==> src/rtl/pmp_match_unit.sv <==
// One pattern-matching engine: holds a pattern of up to MAX_LEN bytes and scans
// streamed beats one byte per cycle, counting (overlapping) matches across beats.
module pmp_match_unit #(
    parameter int MAX_LEN = 8,
    parameter int CNT_W   = 8
) (
    input  logic                   clk,
    input  logic                   reset,
    input  logic [8*MAX_LEN-1:0]   data,
    input  logic [15:0]            control,
    input  logic                   data_ready,
    output logic                   data_accepted,
    output logic                   pattern_accepted,
    output logic [CNT_W-1:0]       match_count
);
    localparam int IW = $clog2(MAX_LEN);
    localparam int LW = $clog2(MAX_LEN + 1);

    localparam logic [1:0] OP_LOAD   = 2'b01;
    localparam logic [1:0] OP_STREAM = 2'b10;
    localparam logic [1:0] OP_CLEAR  = 2'b11;

    typedef enum logic [1:0] {IDLE, SCAN, ACK} state_t;
    state_t state, state_next;

    logic [7:0]    pattern      [MAX_LEN];
    logic [7:0]    history      [MAX_LEN];
    logic [7:0]    beat         [MAX_LEN];
    logic [7:0]    history_next [MAX_LEN];
    logic [LW-1:0] plen, histcnt, histcnt_next, nbytes, cmd_len;
    logic [IW-1:0] idx;
    logic          pattern_valid, match, last_byte;
    logic [1:0]    op;
    logic          unused_ctrl;

    assign op          = control[15:14];
    assign cmd_len     = LW'(control[13:11]) + LW'(1);
    assign unused_ctrl = ^control[9:0];

    always_ff @(posedge clk or negedge reset) begin
        if (!reset) state <= IDLE;
        else        state <= state_next;
    end

    always_comb begin
        state_next = state;
        case (state)
            IDLE:    if (data_ready) state_next = (op == OP_STREAM) ? SCAN : ACK;
            SCAN:    if (last_byte) state_next = ACK;
            ACK:     if (!data_ready) state_next = IDLE;
            default: state_next = IDLE;
        endcase
    end

    // The match is judged on the history as it will look after the current byte
    // is shifted in, so a match is flagged on the same edge that consumes its last byte.
    always_comb begin
        history_next[0] = beat[idx];
        for (int p = 1; p < MAX_LEN; p++) history_next[p] = history[p-1];
        histcnt_next = (histcnt == LW'(MAX_LEN)) ? histcnt : histcnt + LW'(1);
        match = pattern_valid && (histcnt_next >= plen);
        for (int j = 0; j < MAX_LEN; j++) begin
            if (LW'(j) < plen &&
                history_next[IW'(plen - LW'(1) - LW'(j))] != pattern[j])
                match = 1'b0;
        end
        last_byte = (LW'(idx) == nbytes - LW'(1));
    end

    always_ff @(posedge clk or negedge reset) begin
        if (!reset) begin
            for (int k = 0; k < MAX_LEN; k++) begin
                pattern[k] <= '0;
                history[k] <= '0;
                beat[k]    <= '0;
            end
            plen             <= '0;
            histcnt          <= '0;
            nbytes           <= '0;
            idx              <= '0;
            pattern_valid    <= 1'b0;
            data_accepted    <= 1'b0;
            pattern_accepted <= 1'b0;
            match_count      <= '0;
        end else begin
            case (state)
                IDLE: if (data_ready) begin
                    for (int k = 0; k < MAX_LEN; k++) beat[k] <= data[8*k +: 8];
                    case (op)
                        OP_LOAD: begin
                            for (int k = 0; k < MAX_LEN; k++) begin
                                pattern[k] <= data[8*k +: 8];
                                history[k] <= '0;
                            end
                            plen             <= cmd_len;
                            pattern_valid    <= 1'b1;
                            histcnt          <= '0;
                            pattern_accepted <= 1'b0;
                            match_count      <= '0;
                            data_accepted    <= 1'b1;
                        end
                        OP_CLEAR: begin
                            for (int k = 0; k < MAX_LEN; k++) history[k] <= '0;
                            histcnt          <= '0;
                            pattern_accepted <= 1'b0;
                            match_count      <= '0;
                            data_accepted    <= 1'b1;
                        end
                        OP_STREAM: begin
                            nbytes <= cmd_len;
                            idx    <= '0;
                            if (!control[10]) begin
                                for (int k = 0; k < MAX_LEN; k++) history[k] <= '0;
                                histcnt <= '0;
                            end
                        end
                        // A stray NOP is simply acknowledged.
                        default: data_accepted <= 1'b1;
                    endcase
                end
                SCAN: begin
                    for (int k = 0; k < MAX_LEN; k++) history[k] <= history_next[k];
                    histcnt <= histcnt_next;
                    idx     <= idx + IW'(1);
                    if (match) begin
                        pattern_accepted <= 1'b1;
                        if (match_count != '1) match_count <= match_count + CNT_W'(1);
                    end
                    if (last_byte) data_accepted <= 1'b1;
                end
                ACK: if (!data_ready) data_accepted <= 1'b0;
                default: ;
            endcase
        end
    end
endmodule
==> config.mk <==
export PLATFORM = sky130hd
export DESIGN_NAME = pmp_match_unit
export DESIGN_NICKNAME = d
export VERILOG_FILES = /design/src/rtl/pmp_match_unit.sv
export SDC_FILE = /design/constraint.sdc
export NUM_CORES = 1
export LEC_CHECK = 0
export BUFFER_PORTS_ARGS = -buffer_cell sky130_fd_sc_hd__buf_2
export CELL_PAD_IN_SITES_DETAIL_PLACEMENT = 1
export CELL_PAD_IN_SITES_GLOBAL_PLACEMENT = 1
export CORE_UTILIZATION = 48
export DETAILED_ROUTE_END_ITERATION = 8
export PLACE_DENSITY = 0.92
export SLEW_MARGIN = 40
export SYNTH_ARGS = -nofsm -noshare
export SYNTH_HDL_FRONTEND = slang
export SYNTH_SLANG_ARGS = --single-unit
export TNS_END_PERCENT = 30
==> constraint.sdc <==
create_clock -name clk -period 6.6 [get_ports clk]
set_clock_uncertainty 0.2 [all_clocks]
set_input_delay 0.99 -clock clk [delete_from_list [all_inputs] [get_ports clk]]
set_output_delay 0.99 -clock clk [all_outputs]
set_load 0.05 [all_outputs]
==> key figures, run 1 <==
Synth
  – Share of flip-flops with an asynchronous set or reset: 100%
  – Synth warnings: 0
  – Main flop type after synthesis: dfrtp_1
  – Mapped Cells: 1341
  – Seq/Total Area, Yosys: 41.0%
  – Synthesized cell area: about 13000 sq um
  – Syn Area/Cell: 9.65 sq um
  – Post-synth EDFFs: 0
  – Number of library cell types mapped by synthesis: 73
  – #FFs+latches synth: 212
  – Syn_nets: 1437

Run
  – Max_cap viols: 0

STA
  – Normalized max-slew margin: 38.3%
  – Final setup viols: 0
  – Final period util: about four fifths
  – RSZ-0062 raised after global routing: no
  – Setup TNS: 0 ps
  – Max Fclk: 187 MHz
  – Minimum clock period: 5330 ps
  – Pins Over Slew Limit: 0
  – Slew @ Worst Pin: 924 ps
  – Final Hold Fails: 0
  – Setup WS post-layout: 1270 ps

Worst setup path
  – Arr. time, crit path: 5550 ps
  – Max FO, Critical Path: 41
  – Reg-to-Reg Start: plen[0]
  – CP required: 6810 ps
  – CP startpoint kind: flip-flop
  – Crit end category: flip-flop
  – Crit path from: plen[0]
  – CP Class: flip-flop to flip-flop
  – Cell repeated most along the worst path: nand4_1
  – Slowest stage delay, CP: 560 ps
  – Crit-path cells: inv_2, ha_4, buf_12, clkinv_1, buf_4, nor2_1, nand2_1, o21ai_0, xnor2_1, nand4_1, o21ai_1, nand4_1, o311ai_0, o31ai_1
  – Critical Path Slowest Stage Cell: o21ai_0

Floorplanning
  – Die Height: ~170 um
  – Core Rows: 59
  – Core box area: about 26000 sq um
  – Die area: between 20000 and 30000 sq um
  – Initial Util: 49.2%
  – DIE WIDTH: 166 um
  – Ports: 93

Place
  – Worst slack, placed: 1210 ps
  – GPL Wtd Cong: 0.976
  – Post-DP HPWL: 32900 um
  – IO buf count: 82

Final layout
  – Share of cells above drive strength 1: 19.9%
  – Layout area overhead: 12.8%
  – Fin util: 55.6%
  – Nets: approximately 1500

Clock network
  – Clock Tree Buf Depth: 3
  – Setup Buffers After CTS: 0
  – CTS tree: built
  – Inserted Clock Buffers: 25
  – Hold_buf cts: 0
  – CTS Root Cell: clkbuf_16
  – Clk slew on worst S/H paths: ~60 ps
  – H-Tree Depth: 1
  – Clk_lat worst skew: 560 ps
  – CTS sink cnt: 212
  – Post-cts resize count: 0

Power
  – P per Cell Area: 649 nW/um^2
  – Max rail drop VDD: 0.375 mV
  – Leak: 0.00647 uW

Global route
  – Largest net degree at the start of global routing: 72
  – Vias in the first global route: 12709
  – Gr ovfl total: 0
  – Initial antenna violation count: 3
  – Total track usage: a little under two fifths
  – First-pass GRT wire length: 78000 um

Route
  – Final Routed Wirelength: 50700 um
  – DR DRC count: 0
  – Post-DR vias/cell: 6.98
  – Vias: between 10000 and 15000
  – Avg WL per Cell: 29.1 um
  – DRT Pass-1 Iters: 5
  – ANT nets after route: 0
  – DR iter-0 viols: 1471

Outcome
  – Status: complete, no violations

Min path
  – Min-delay worst type: input pin to asynchronous set/reset pin
[sequential cells by signal, summed over array words and instances (netlist names), 2 cells and up]
signal and cells:
histcnt 4, state 2, match_count 8, history 56, plen 4, idx 3
nbytes 4, pattern 64, beat 64
[layout make-up]
type | count | area, sq um
antenna | 1 | 2.50
clock buffer | 35 | 753
clock inverter | 11 | 126
fill | 2908 | 11700
inverter | 14 | 52.6
multi-input combinational | 1023 | 7240
sequential | 212 | 5310
tap | 335 | 419
timing repair buffer | 111 | 698
[logic make-up after synthesis]
family / Yosys count / share of synthesized area (%)
mux: 201 / 18.4
xor+xnor: 48 / 3.36
flops: 212 / 41.0
compound gates: 275 / 14.9
simple gates: 486 / 17.3
buf+inv: 106 / 3.77
fa+ha+maj: 13 / 1.26
[final timing paths]
| path | endpoint | slack, ps | depth (start not counted) |
|---|---|---|---|
| max in group asynchronous | pattern[47] | 5210 | 3 |
| worst min register to register | pattern_valid | 290 | 1 |
| worst max-delay path | match_count[2] | 1270 | 14 |
| min in group clk | pattern_valid | 290 | 1 |
| worst max register to register | match_count[2] | 1270 | 14 |
| worst min-delay path | history[50] | 110 | 1 |
[synth_stat cells, drive strengths merged (24+ instances only)]
cell	n	area share, %
nor2	42	1.2
a22o	51	3.5
or3	24	1.2
a21oi	39	1.5
dfrtp	212	41
mux2	82	7.1
clkbuf	51	1.5
nand3	30	1.2
o21ai	63	2.4
buf	41	1.9
nand2	281	8.1
mux2i	98	7.6
xnor2	39	2.6
[metal layers]
layer | GRT usage, % | wire, um
met1 | 45.3 | 18800
met2 | 58.0 | 23000
met3 | 9.80 | 5090
met4 | 22.9 | 3800
met5 | 0 | 14
[power by group]
part | leakage (uW) | internal, uW | switching [uW]
registers | 0.00268 | 1790 | 612
logic | 0.00335 | 2030 | 3570
clock network | 0.000440 | 878 | 604
total | 0.00647 | 4690 | 4780
[critical path: cells and delay by family, from the launching register on]
kind / cells / cell delay (ps)
simple gates: 4 / 980
compound gates: 4 / 1720
xor+xnor: 1 / 230
buf+inv: 4 / 1120
flops: 1 / 420
fa+ha+maj: 1 / 460
[cell usage in the layout (no fill, tap or decap), types with 9 or more instances in the layout]
cell type / count
nand2_1: 281
dfrtp_1: 210
mux2i_1: 98
buf_2: 84
mux2_2: 82
o21ai_0: 60
a22o_1: 51
nor2_1: 41
a21oi_1: 39
xnor2_1: 38
nand3_1: 29
clkbuf_16: 25
or3_1: 24
mux4_2: 21
buf_4: 20
a22oi_1: 19
nand2b_1: 18
nor3_1: 18
nand4_1: 16
o22ai_1: 13
a2bb2oi_1: 13
a31oi_1: 13
inv_1: 12
ha_1: 12
o2bb2ai_1: 10
nor2b_1: 9
clkbuf_8: 9
[per-stage QoR]
| stage | area (sq um) | std cells | total power, uW | hold slack [ps] |
|---|---|---|---|---|
| floorplan | 12900 | 1341 | 5760 | 226 |
| global placement | 13600 | 1688 | 7110 | 242 |
| detailed placement | 13700 | 1693 | 7410 | 281 |
| CTS | 14500 | 1739 | 9090 | 118 |
| global route | 14600 | 1742 | 9750 | 129 |
| finish | 14600 | 1742 | 9480 | 113 |
Power figures use the tool's default switching activity.
==> inputs of run 2 (changes only) <==
- CORE_UTILIZATION: 48 -> 43
- PLACE_DENSITY: 0.92 -> 0.88
- clock period: 6.6 -> 4.3 ns (I/O delays scaled with it)
==> run 2 against run 1 <==
  * The run now ends with setup timing left
  * Non-clock buffer count is 67 higher
  * Fmax is 24% higher
  * Sequential cell count stayed put
  * Cell area is 4.4% higher
  * Combinational power is 71% higher
  * Sequential power is 49% higher
  * Final cell count is 6.7% higher
  * Critical path type unchanged
==> key figures, run 2 (synthesized netlist as in run 1, its figures left out) <==
Route
  – Vias: 12122 (was 12154)
  – ANT nets after route: 0 (unchanged)
  – DR DRC count: 0 (unchanged)
  – Post-DR vias/cell: 6.52 (was 6.98)
  – Avg WL per Cell: 26.5 um (was 29.1 um)
  – Final Routed Wirelength: 49300 um (was 50700 um)
  – DR iter-0 viols: 1077 (was 1471)
  – DRT Pass-1 Iters: 5 (unchanged)

Outcome
  – Status: finished with violations (was complete, no violations)
  – Failing checks: setup timing

Final layout
  – Commonest non-fill, non-tap cell in the layout: nand2_1 (unchanged)
  – Share of cells above drive strength 1: 24.3% (was 19.9%)
  – Biggest regs: beat: 64 flops, pattern: 64 flops, history: 56 flops (unchanged)
  – Fin util: 51.4% (was 55.6%)
  – Nets: 1549 (was 1483)
  – Antenna fix cells: 0 (was 1)
  – Final Instance Area: 15200 sq um (was 14600 sq um)
  – Layout area overhead: 17.7% (was 12.8%)
  – Most frequent cells in the layout: nand2_1 (280), dfrtp_1 (210), mux2i_1 (93) (was nand2_1 (281), dfrtp_1 (210), mux2i_1 (98))

STA
  – RSZ-0062 raised after global routing: yes (was no)
  – Final Hold Fails: 0 (unchanged)
  – Setup WS post-layout: -18.1 ps (was 1270 ps)
  – Max Fclk: 232 MHz (was 187 MHz)
  – Pins Over Slew Limit: 0 (unchanged)
  – Final setup viols: 2 (was 0)
  – Minimum clock period: 4320 ps (was 5330 ps)
  – Final period util: 100% (was 80.8%)
  – Normalized max-slew margin: 44.5% (was 38.3%)
  – Worst hold slack: 116 ps (was 113 ps)
  – Slew @ Worst Pin: 833 ps (was 924 ps)
  – Setup TNS: -26.3 ps (was 0 ps)

Floorplanning
  – Ports: 93 (unchanged)
  – Die Height: 175 um (was 166 um)
  – Die area: 30800 sq um (was 27600 sq um)
  – Core box area: 29600 sq um (was 26300 sq um)
  – Initial Util: 43.7% (was 49.2%)
  – Core Rows: 63 (was 59)
  – DIE WIDTH: 175 um (was 166 um)

Power
  – P per Cell Area: 997 nW/um^2 (was 649 nW/um^2)
  – Leak: 0.00677 uW (was 0.00647 uW)
  – Max rail drop VDD: 0.518 mV (was 0.375 mV)
  – Total chip power: 15200 uW (was 9480 uW)

Worst setup path
  – Crit-path cells: inv_2, ha_4, buf_6, buf_4, mux4_2, a21oi_1, o221ai_1, xnor2_1, nand4_1, buf_4, nor3_2, a31oi_2, buf_4, o311ai_0, o31ai_1 (was inv_2, ha_4, buf_12, clkinv_1, buf_4, nor2_1, nand2_1, o21ai_0, xnor2_1, nand4_1, o21ai_1, nand4_1, o311ai_0, o31ai_1)
  – Crit end category: flip-flop (unchanged)
  – Max FO, Critical Path: 11 (was 41)
  – CP startpoint kind: flip-flop (unchanged)
  – Critical Path Slowest Stage Cell: mux4_2 (was o21ai_0)
  – CP Class: flip-flop to flip-flop (unchanged)
  – Worst r2r dst: match_count[2] (unchanged)
  – Worst Reg-to-Reg Cells: 15 (was 14)
  – CP required: 4490 ps (was 6810 ps)
  – Crit path from: plen[0] (unchanged)
  – Cell repeated most along the worst path: buf_4 (was nand4_1)
  – Slowest stage delay, CP: 560 ps (about the same)
  – Reg-to-Reg Start: plen[0] (unchanged)
  – Arr. time, crit path: 4510 ps (was 5550 ps)
  – Worst Setup EP: match_count[2] (unchanged)
  – Worst reg-to-reg setup slack: -20 ps (was 1270 ps)

Min path
  – Min-delay worst type: input pin to flip-flop (was input pin to asynchronous set/reset pin)

Global route
  – Largest net degree at the start of global routing: 91 (was 72)
  – Initial antenna violation count: 0 (was 3)
  – Vias in the first global route: 12559 (was 12709)
  – Total track usage: 31.6% (was 36.9%)
  – Gr ovfl total: 0 (unchanged)
  – First-pass GRT wire length: 74800 um (was 78000 um)

Clock network
  – CTS tree: built (unchanged)
  – CTS sink cnt: 212 (unchanged)
  – Clk_lat worst skew: 540 ps (was 560 ps)
  – Inserted Clock Buffers: 24 (was 25)
  – CTS Root Cell: clkbuf_16 (unchanged)
  – H-Tree Depth: 1 (unchanged)
  – Clk slew on worst S/H paths: 70 ps (was 60 ps)
  – Clock Tree Buf Depth: 3 (unchanged)

Run
  – Max_cap viols: 0 (unchanged)

Place
  – Area post-placement: 14300 sq um (was 13700 sq um)
  – IO buf count: 82 (unchanged)
  – Post-DP HPWL: 33500 um (was 32900 um)
  – GPL Wtd Cong: 0.999 (was 0.976)
run 2: changes by cell type in the layout (fill, tap and decap cells not counted), moves of 5 or more:
cell      change
buf_4        +63
mux2i_1       -5
mux2i_2       +5
clkbuf_1      +7
buf_12        +8
run 2: what timing repair did:
action,4_1_cts,5_1_grt
pin swaps,2,3
setup endpoints to repair,4,8
resized for setup,1,29
cloned,0,1
endpoints found under the hold margin,82,0
hold buffers,1,0
setup buffers,2,2
run 2: per-stage QoR:
step                      instances  setup WS (ps)
after global routing           1859           -131
after floorplan                1341           17.2
final                          1859          -18.1
after CTS                      1856           43.6
after global placement         1811           77.1
after detailed placement       1811          -39.6
run 2: routing by layer:
metal	part of all wire [%]	track usage (%)	vias to the layer above	wire length, um
li1	-	-	5081	-
met1	39	39.9	6161	19300
met2	47	51.3	662	23000
met3	8.0	6.08	218	3960
met4	6.3	16.8	0	3090
met5	0	0	-	0
run 2: layout make-up:
type | count | area, sq um
multi-input cells | 1023 | 7340
clock buffers | 38 | 724
clock inverters | 4 | 45.0
inverters | 14 | 52.6
repair buffers | 178 | 1280
well taps | 390 | 488
fillers | 3346 | 14400
flip-flops and latches | 212 | 5310
run 2: critical path: cells and delay by family, from the launching register on:
kind,cells,cell delay [ps]
compound gates,5,1230
buf+inv,5,810
mux,1,560
flops,1,410
fa+ha+maj,1,390
simple gates,2,330
xor+xnor,1,240
run 2: how the worst min path moves through the flow:
stage	end	from	cells after the start	slack (ps)
4_1_cts	pattern[17]	data[41]	3	120
3_5_place_dp	pattern_valid	pattern_valid	1	250
2_1_floorplan	beat[0]	reset	0	150
5_1_grt	pattern[8]	data[48]	3	140
6_report	pattern[17]	data[41]	3	120
3_3_place_gp	pattern_valid	pattern_valid	1	240
run 2: power breakdown:
group / switching, uW / internal [uW]
Clock: 864 / 1210
Combinational: 5600 / 3960
Sequential: 823 / 2750
